===== src/rtl/toll_gate_fsm.sv =====
// toll_gate_fsm: registered toll-lane controller.
// Latches axle count and time of day on arrival, computes the toll from
// per-axle band rates, converts it to BCD with a 10-step double-dabble,
// then runs the STOP/GO payment handshake.
// Optional build macro TOLL_VIOLATION_EN adds a WAIT_PAY timeout that
// releases unpaid vehicles as violations and counts them.
//
// state    | meaning
// ---------+-----------------------------------------------------------
// IDLE     | lane empty, STOP shown, waiting for a vehicle
// CALC     | toll computed from latched axles/time
// CONV     | 10 double-dabble steps on TOLL[9:0]
// WAIT_PAY | digits shown, waiting for TOLL_PAID (or timeout)
// PASS     | paid, GO shown until the vehicle leaves
// VIOL     | unpaid release, GO + VIOLATION until the vehicle leaves
module toll_gate_fsm #(
  parameter int AXLE_MAX    = 4,
  parameter int RATE_OFF    = 15,
  parameter int RATE_AM     = 45,
  parameter int RATE_MID    = 25,
  parameter int RATE_PM     = 50,
  parameter int TIMEOUT_CYC = 1000,
  parameter int CNT_W       = 16
) (
  input  logic             CLK,
  input  logic             RESET,
  input  logic             VEHICLE,
  input  logic [2:0]       AXLES,
  input  logic [12:0]      CLOCK,
  input  logic             TOLL_PAID,
  output logic [15:0]      TOLL,
  output logic [3:0]       BCD_DOLLARS,
  output logic [3:0]       BCD_CENTS_MSB,
  output logic [3:0]       BCD_CENTS_LSB,
  output logic             GO,
  output logic             STOP,
  output logic             BUSY,
  output logic             VIOLATION,
  output logic [CNT_W-1:0] VEH_COUNT,
  output logic [CNT_W-1:0] VIOL_COUNT
);

  localparam int RATE_MAX_AO = (RATE_AM > RATE_OFF) ? RATE_AM : RATE_OFF;
  localparam int RATE_MAX_MP = (RATE_MID > RATE_PM) ? RATE_MID : RATE_PM;
  localparam int RATE_MAX    = (RATE_MAX_AO > RATE_MAX_MP) ? RATE_MAX_AO : RATE_MAX_MP;

  // The toll must fit three BCD digits; the 10-step conversion relies on it.
  if (AXLE_MAX < 2 || AXLE_MAX > 7 || AXLE_MAX * RATE_MAX > 999 ||
      TIMEOUT_CYC < 1 || CNT_W < 1) begin : g_bad_param
    $error("toll_gate_fsm: illegal parameter combination");
  end

  typedef enum logic [2:0] {IDLE, CALC, CONV, WAIT_PAY, PASS, VIOL} state_t;

  state_t      state;
  logic [2:0]  axles_q;
  logic [12:0] clock_q;
  logic [2:0]  eff_axles;
  logic [9:0]  rate;
  logic [15:0] toll_calc;
  logic [11:0] dd_bcd;
  logic [9:0]  dd_bin;
  logic [11:0] bcd_adj;
  logic [21:0] dd_next;
  logic [3:0]  step_q;

  // Toll from the latched arrival data: clamped axle count times band rate.
  always_comb begin
    eff_axles = axles_q;
    if (axles_q < 3'd2)
      eff_axles = 3'd2;
    else if (axles_q > 3'(AXLE_MAX))
      eff_axles = 3'(AXLE_MAX);
    rate = 10'(RATE_OFF);
    if (clock_q >= 13'd420 && clock_q < 13'd600)
      rate = 10'(RATE_AM);
    else if (clock_q >= 13'd600 && clock_q < 13'd900)
      rate = 10'(RATE_MID);
    else if (clock_q >= 13'd900 && clock_q < 13'd1200)
      rate = 10'(RATE_PM);
    toll_calc = 16'(eff_axles) * 16'(rate);
  end

  // One double-dabble step: add 3 to any digit >= 5, then shift left.
  always_comb begin
    bcd_adj = dd_bcd;
    for (int i = 0; i < 3; i++) begin
      if (dd_bcd[4*i +: 4] >= 4'd5)
        bcd_adj[4*i +: 4] = dd_bcd[4*i +: 4] + 4'd3;
    end
    dd_next = {bcd_adj, dd_bin} << 1;
  end

`ifdef TOLL_VIOLATION_EN
  localparam int TW = $clog2(TIMEOUT_CYC + 1);
  logic [TW-1:0] tmo_q;
`endif

  // Main controller: state, datapath registers and all registered outputs.
  always_ff @(posedge CLK or negedge RESET) begin
    if (!RESET) begin
      state         <= IDLE;
      axles_q       <= '0;
      clock_q       <= '0;
      TOLL          <= '0;
      dd_bcd        <= '0;
      dd_bin        <= '0;
      step_q        <= '0;
      BCD_DOLLARS   <= '0;
      BCD_CENTS_MSB <= '0;
      BCD_CENTS_LSB <= '0;
      GO            <= 1'b0;
      STOP          <= 1'b1;
      BUSY          <= 1'b0;
      VEH_COUNT     <= '0;
`ifdef TOLL_VIOLATION_EN
      tmo_q         <= '0;
      VIOLATION     <= 1'b0;
      VIOL_COUNT    <= '0;
`endif
    end else begin
      // Returning to IDLE always blanks the toll display and shows STOP;
      // branches below override these defaults when staying busy.
      if (state != IDLE && !VEHICLE) begin
        state         <= IDLE;
        TOLL          <= '0;
        BCD_DOLLARS   <= '0;
        BCD_CENTS_MSB <= '0;
        BCD_CENTS_LSB <= '0;
        GO            <= 1'b0;
        STOP          <= 1'b1;
        BUSY          <= 1'b0;
      end
      case (state)
        IDLE: begin
          if (VEHICLE) begin
            axles_q <= AXLES;
            clock_q <= CLOCK;
            state   <= CALC;
            BUSY    <= 1'b1;
          end
        end
        CALC: begin
          if (VEHICLE) begin
            TOLL   <= toll_calc;
            dd_bcd <= '0;
            dd_bin <= toll_calc[9:0];
            step_q <= 4'd9;
            state  <= CONV;
          end
        end
        CONV: begin
          if (VEHICLE) begin
            {dd_bcd, dd_bin} <= dd_next;
            if (step_q == 4'd0) begin
              BCD_DOLLARS   <= dd_next[21:18];
              BCD_CENTS_MSB <= dd_next[17:14];
              BCD_CENTS_LSB <= dd_next[13:10];
              state         <= WAIT_PAY;
`ifdef TOLL_VIOLATION_EN
              tmo_q         <= TW'(TIMEOUT_CYC - 1);
`endif
            end else begin
              step_q <= step_q - 4'd1;
            end
          end
        end
        WAIT_PAY: begin
          if (VEHICLE) begin
            if (TOLL_PAID) begin
              state <= PASS;
              GO    <= 1'b1;
              STOP  <= 1'b0;
            end
`ifdef TOLL_VIOLATION_EN
            else if (tmo_q == '0) begin
              state     <= VIOL;
              GO        <= 1'b1;
              STOP      <= 1'b0;
              VIOLATION <= 1'b1;
            end else begin
              tmo_q <= tmo_q - TW'(1);
            end
`endif
          end
        end
        PASS: begin
          if (!VEHICLE)
            VEH_COUNT <= VEH_COUNT + CNT_W'(1);
        end
`ifdef TOLL_VIOLATION_EN
        VIOL: begin
          if (!VEHICLE) begin
            VIOLATION  <= 1'b0;
            VIOL_COUNT <= VIOL_COUNT + CNT_W'(1);
          end
        end
`endif
        default: state <= IDLE;
      endcase
    end
  end

`ifndef TOLL_VIOLATION_EN
  assign VIOLATION  = 1'b0;
  assign VIOL_COUNT = '0;
`endif

endmodule


===== config.mk =====
export PLATFORM = sky130hd
export DESIGN_NAME = toll_gate_fsm
export DESIGN_NICKNAME = d
export VERILOG_FILES = /design/src/rtl/toll_gate_fsm.sv
export SDC_FILE = /design/constraint.sdc
export NUM_CORES = 1
export LEC_CHECK = 0
export BUFFER_PORTS_ARGS = -buffer_cell sky130_fd_sc_hd__clkbuf_2
export CORE_ASPECT_RATIO = 0.9
export CORE_MARGIN = 2
export CORE_UTILIZATION = 58
export CTS_BUF_LIST = sky130_fd_sc_hd__clkbuf_8
export CTS_CLUSTER_SIZE = 10
export DETAILED_ROUTE_END_ITERATION = 16
export GPL_TIMING_DRIVEN = 1
export HOLD_SLACK_MARGIN = 0.06
export PLACE_DENSITY = 0.83
export SLEW_MARGIN = 30
export SYNTH_ARGS = -nofsm -noshare
export SYNTH_HDL_FRONTEND = slang
export SYNTH_SLANG_ARGS = --single-unit

===== constraint.sdc =====
create_clock -name CLK -period 3.9 [get_ports CLK]
set_input_delay 0.39 -clock CLK [delete_from_list [all_inputs] [get_ports CLK]]
set_output_delay 0.39 -clock CLK [all_outputs]
set_load 0.01 [all_outputs]

==> reports/qor.yml, run 1 <==
status: "finished clean"
ys_seq_area_share_pct: 48.7
cp_slowest_stage_delay_ps: 490
grt_pass1_wl_um: 15500
worst_setup_path_start_kind: "flop"
fp-row-count: 30
dp_hpwl_um: 6590
rr_worst_depth: 14
crit_path_frequent_cell: "fa_1"
die_y_um: 88.7
cts-root-buf: "clkbuf_8"
crit_family: "simple AND/OR/NAND/NOR gates"
cts.clk_slew.worst_paths_ps: 90
cts_tree: "done"
ys_warn_count: 0
grt_pass1_vias: 3222
cts_buffers: 9
ant_nets: 0
holdWs_ps: 98.1
fin_tns_setup_ps: 0
worstPathArrival_ps: 3940
slew_viol_final: 0
ir_worst_vdd_mv: 0.449
htreeDepth: 3
vias: 3417
antennaDiodeCount: 0
endpoint_kind: "flop"
cts_buffer_depth: 2
place_congestion: 0.792
post_dp_cell_area_sq_um: 4950
die_w_um: 98.2
final_area_sq_um: 5220
layout_min_cycle_time_ps: 3640
worstPathMaxFanout: 4
synthCells: 444
port_buffers: 64
firstDrtPassIters: 4
clk_latency_ps: 350
ys_ff_latch: 90
post_synth.cell_area_avg_sq_um: 10.4
drc: 0
fill_cells: 590
p_leak_nw: 2.56
routedWlPerCell_um: 15.4
synth_cell_types: 57
routed_wl_um: 9350
drt-initial-drc-count: 218
cts_sinks: 90
antenna_found_initial: 0
core_area_sq_um: 7660
reg2reg_from: "clock_q[3]"
worst_slew_pin_slew_ps: 801
maxCapViolations: 0
grt_usage_pct: 22.4
synth_edf_count: 0
powerDensity_nw_per_um2: 636
fin_nets: 548
fin_crit_sh_pct: 93.4
critPathKind: "flop to flop"
clock_skew_ps: 10.7
hold_viol_final: 0
required_ps: 4200
reg2reg_setup_slack_ps: 260
setup_viol: 0
multi_input_area_sq_um: 2140
worstPathCellList: "or3_1, o311ai_1, nand4_1, nand2_1, nor2_1, fa_1, ha_1, inv_1, fa_1, nor2b_1, o31a_1, o21ai_0, a21oi_1, a31o_2"
register_area_sq_um: 2250
drive_above_1_share_pct: 21.5
ys.flop_type: "dfrtp_1"
vias_per_cell: 5.63
rr_endpoint: "TOLL[8]"
hp-class: "input pin to async pin"
rsz0062_at_grt: "false"
grt-ovfl-total: 0
relSlewSlack_pct: 46.6
pin_count: 84
synth_area_sq_um: 4630
grt_max_degree: 91
critPathSlowestCell: "fa_1"
post_cts_buffers: 0
area_delta_synth_final_pct: 12.7
start_util_pct: 60.4
synthArstFlopShare_pct: 100
critPathBufInv: 1
clock.fmax_ghz: 0.275
die-area_sq_um: 8710
[flip-flops by register name, indices dropped and copies added (netlist names)]
register and cells:
BCD_CENTS_LSB 4, BCD_CENTS_MSB 4, BCD_DOLLARS 4, BUSY 1
GO 1, STOP 1, TOLL 16, VEH_COUNT 16
axles_q 3, clock_q 11, dd_bcd 12, dd_bin 10
state 3, step_q 4
[report_power, final]
part | internal (W) | switching (W) | leakage (nW)
clock network | 0.000492 | 0.000328 | 0.135
registers | 0.00113 | 0.000189 | 1.18
logic | 0.000505 | 0.000670 | 1.24
total | 0.00213 | 0.00119 | 2.56
[synthesized netlist by cell type, types with 2 or more instances]
master	n	area [sq um]
o31a_1	2	17.5
mux2i_1	4	40.0
xor2_1	10	87.6
fa_1	5	100
nand2_1	47	176
a21boi_0	2	15.0
clkbuf_1	3	11.3
nor3_2	3	30.0
nor2_1	26	97.6
mux2_2	15	169
nor3b_1	7	52.6
buf_2	8	40.0
dfrtp_1	89	2230
inv_1	26	97.6
nand2b_1	7	43.8
a211o_1	2	17.5
buf_4	18	135
o31ai_1	4	30.0
and2_1	10	62.6
ha_1	17	213
nor4_1	2	12.5
and3_1	4	25.0
a22o_1	11	96.3
a211oi_1	3	22.5
or3b_2	2	17.5
a21oi_1	23	115
nor3_1	4	20.0
nor2b_1	2	12.5
a32o_1	3	30.0
nand3_1	9	45.0
o21ai_0	35	175
o22ai_1	2	12.5
nand4_1	3	18.8
xnor2_1	13	114
[through the flow]
stage                     utilization (%)  instances  worst slack, ps  power, W
after floorplan                         -        460              592   0.00217
after global placement               64.5        591              253   0.00242
after detailed placement             64.6        591              119   0.00250
after global routing                 68.1        607             16.9   0.00355
after CTS                            68.1        607             67.7   0.00333
final                                68.1        607              259   0.00331
[timing repair]
item / CTS / global route
resized for setup: 0 / 2
hold buffers: 0 / 0
endpoints found under the setup margin: 0 / 7
endpoints found under the hold margin: 0 / 0
[layout make-up]
type                    count  share of cell area, %
well taps                  96                   2.30
multi-input cells         314                   41.1
flip-flops and latches     90                   43.2
clock inverters             7                   2.71
clock buffers               9                   2.38
inverters                  26                   1.87
repair buffers             65                   6.41
[per-layer routing]
layer,GRT usage [%],vias to the layer above,part of all wire (%)
met5,0,-,0
met4,8.09,0,2.0
met3,4.82,16,4.1
met2,38.3,88,49
met1,28.8,1685,44
li1,-,1628,-
[how the worst max path moves through the flow]
stage / start / to / cells past startpoint
floorplan: clock_q[3] / TOLL[8] / 14
global placement: clock_q[3] / TOLL[8] / 14
detailed placement: clock_q[3] / TOLL[8] / 14
CTS: clock_q[3] / TOLL[8] / 14
global route: clock_q[3] / dd_bin[8] / 14
finish: clock_q[3] / TOLL[8] / 14
[cells in the final DEF (no fill, tap or decap), types with 5 or more instances in the layout]
master and instances:
nand2b_1 7, mux2_2 15, nor3b_1 7, and2_1 10
conb_1 17, xor2_1 10, nor2_1 26, inv_1 27
o21ai_0 35, a21oi_1 23, dfrtp_1 89, clkbuf_8 9
nand2_1 47, xnor2_1 13, fa_1 5, ha_1 17
clkbuf_2 63, a22o_1 11, nand3_1 9
[cells by family after synthesis]
group / Yosys count / synth area share (%)
buf+inv: 56 / 6.38
fa+ha+maj: 22 / 6.76
compound gates: 94 / 12.7
xor+xnor: 23 / 4.35
flops: 90 / 48.7
simple gates: 139 / 16.5
mux: 19 / 4.52
other cells: 1 / 0.0810
Note: power is estimated with default switching activity, not from simulation.
==> inputs of run 2 (changes only) <==
CORE_MARGIN = unset   (was 2)
==> reports/qor.yml, run 2 (synthesis results as in run 1) <==
slew_viol_final: 0
reg2reg_setup_slack_ps: 340
htreeDepth: 3
relSlewSlack_pct: 43.4
layout_min_cycle_time_ps: 3560
cts_sinks: 90
clock.fmax_ghz: 0.281
reg2reg_from: "clock_q[4]"
p_leak_nw: 2.53
setup_viol: 0
clock_skew_ps: 7.22
rr_endpoint: "dd_bin[6]"
cts_buffer_depth: 2
comb_power_share_pct: 36.4
endpoint_kind: "flop"
cts-root-buf: "clkbuf_8"
required_ps: 4180
worstPathArrival_ps: 3840
drive_above_1_share_pct: 21.1
ant_nets: 0
stdcell_count: 607
place_ws_ps: 249
start_util_pct: 60.7
firstDrtPassIters: 5
dp_hpwl_um: 6340
grt_pass1_wl_um: 14700
worstPathMaxFanout: 5
status: "finished clean"
cts.clk_slew.worst_paths_ps: 90
antenna_found_initial: 0
fp-row-count: 30
ir_worst_vdd_mv: 0.408
core_area_sq_um: 7620
p_int_w: 0.00198
cts_hold_buffers: 0
clk_latency_ps: 360
power_frac_seq_pct: 41.9
routedWlPerCell_um: 14.8
critPathBufInv: 1
routed_wl_um: 8990
fin_nets: 548
p_sw_w: 0.00116
hp-class: "input pin to async pin"
cts_tree: "done"
worstSetupPathDepth: 14
most-common-layout-cells: "dfrtp_1, clkbuf_2, nand2_1"
worst_slew_pin_slew_ps: 845
fin_tns_setup_ps: 0
worst_setup_path_start_kind: "flop"
vias: 3362
area_delta_synth_final_pct: 11.5
fin_ws_ps: 339
die-area_sq_um: 8340
die_w_um: 96.2
place_congestion: 0.809
cts_buffers: 9
die_y_um: 86.7
crit_family: "adder cells"
place_inst: 591
fin_crit_sh_pct: 91.3
final_common_cell: "dfrtp_1"
cp_slowest_stage_delay_ps: 490
grt_usage_pct: 23.3
antennaDiodeCount: 0
swShare_pct: 37.0
rsz0062_at_grt: "false"
holdWs_ps: 107
port_buffers: 64
reg_top3: "TOLL (16), VEH_COUNT (16), dd_bcd (12)"
grt-ovfl-total: 0
maxCapViolations: 0
critPathSlowestCell: "fa_1"
powerDensity_nw_per_um2: 610
worstPathCellList: "or3_1, o311ai_1, nand4_1, nand2_1, nor2_1, fa_1, ha_1, inv_1, fa_1, nor2b_1, o21ai_0, a21oi_1, mux2i_1, o21ai_0"
vias_per_cell: 5.54
grt_pass1_vias: 3226
finish.utilization_pct: 67.7
pin_count: 84
drt-initial-drc-count: 196
rr_worst_depth: 14
hold_viol_final: 0
grt_max_degree: 64
drc: 0
critPathKind: "flop to flop"
power_frac_clock_pct: 21.7
[run 2: cell count changes in the layout (fill, tap and decap cells not counted), sizes merged]
| cell | delta |
|---|---|
| clkinvlp | +1 |
| inv | +1 |
| bufinv | -2 |
[run 2: worst max-delay path by stage]
stage / startpoint / endpoint / slack (ps)
global route: clock_q[4] / dd_bin[7] / 30
CTS: clock_q[3] / dd_bin[6] / 240
detailed placement: clock_q[3] / dd_bin[6] / 250
finish: clock_q[4] / dd_bin[6] / 340
global placement: clock_q[3] / dd_bin[6] / 360
floorplan: clock_q[3] / TOLL[8] / 590
[run 2: final cells by class]
class                   instances  area (sq um)
well taps                      96           120
repair buffers                 65           330
flip-flops and latches         90          2250
fillers                       581          2460
clock inverters                 7          87.6
inverters                      26          97.6
multi-input cells             314          2140
clock buffers                   9           124
[run 2: power by group through the flow]
stage / registers, W / clock network [W] / logic [W]
after floorplan: 0.00130 / 0 / 0.000866
after global placement: 0.00132 / 0 / 0.00109
after detailed placement: 0.00133 / 0 / 0.00114
after CTS: 0.00131 / 0.000696 / 0.00115
after global routing: 0.00135 / 0.000731 / 0.00130
final: 0.00132 / 0.000682 / 0.00115
[run 2: routing by layer]
metal	up-vias	wire, um	track usage [%]
met2	93	4330	37.6
met4	0	140	9.50
met3	15	461	5.96
met5	-	0	0
li1	1629	-	-
met1	1625	4060	29.9
[run 2: timing repair]
item | in CTS | in global routing
endpoints found under the setup margin | 0 | 3
hold endpoints to repair | 0 | 0
buffers inserted | 0 | 0
gates resized for setup | 0 | 2
[run 2: per-stage QoR]
step                      power [W]  area (sq um)
after CTS                   0.00316          5160
after global routing        0.00337          5160
final                       0.00315          5160
after floorplan             0.00217          4690
after global placement      0.00240          4940
after detailed placement    0.00247          4950
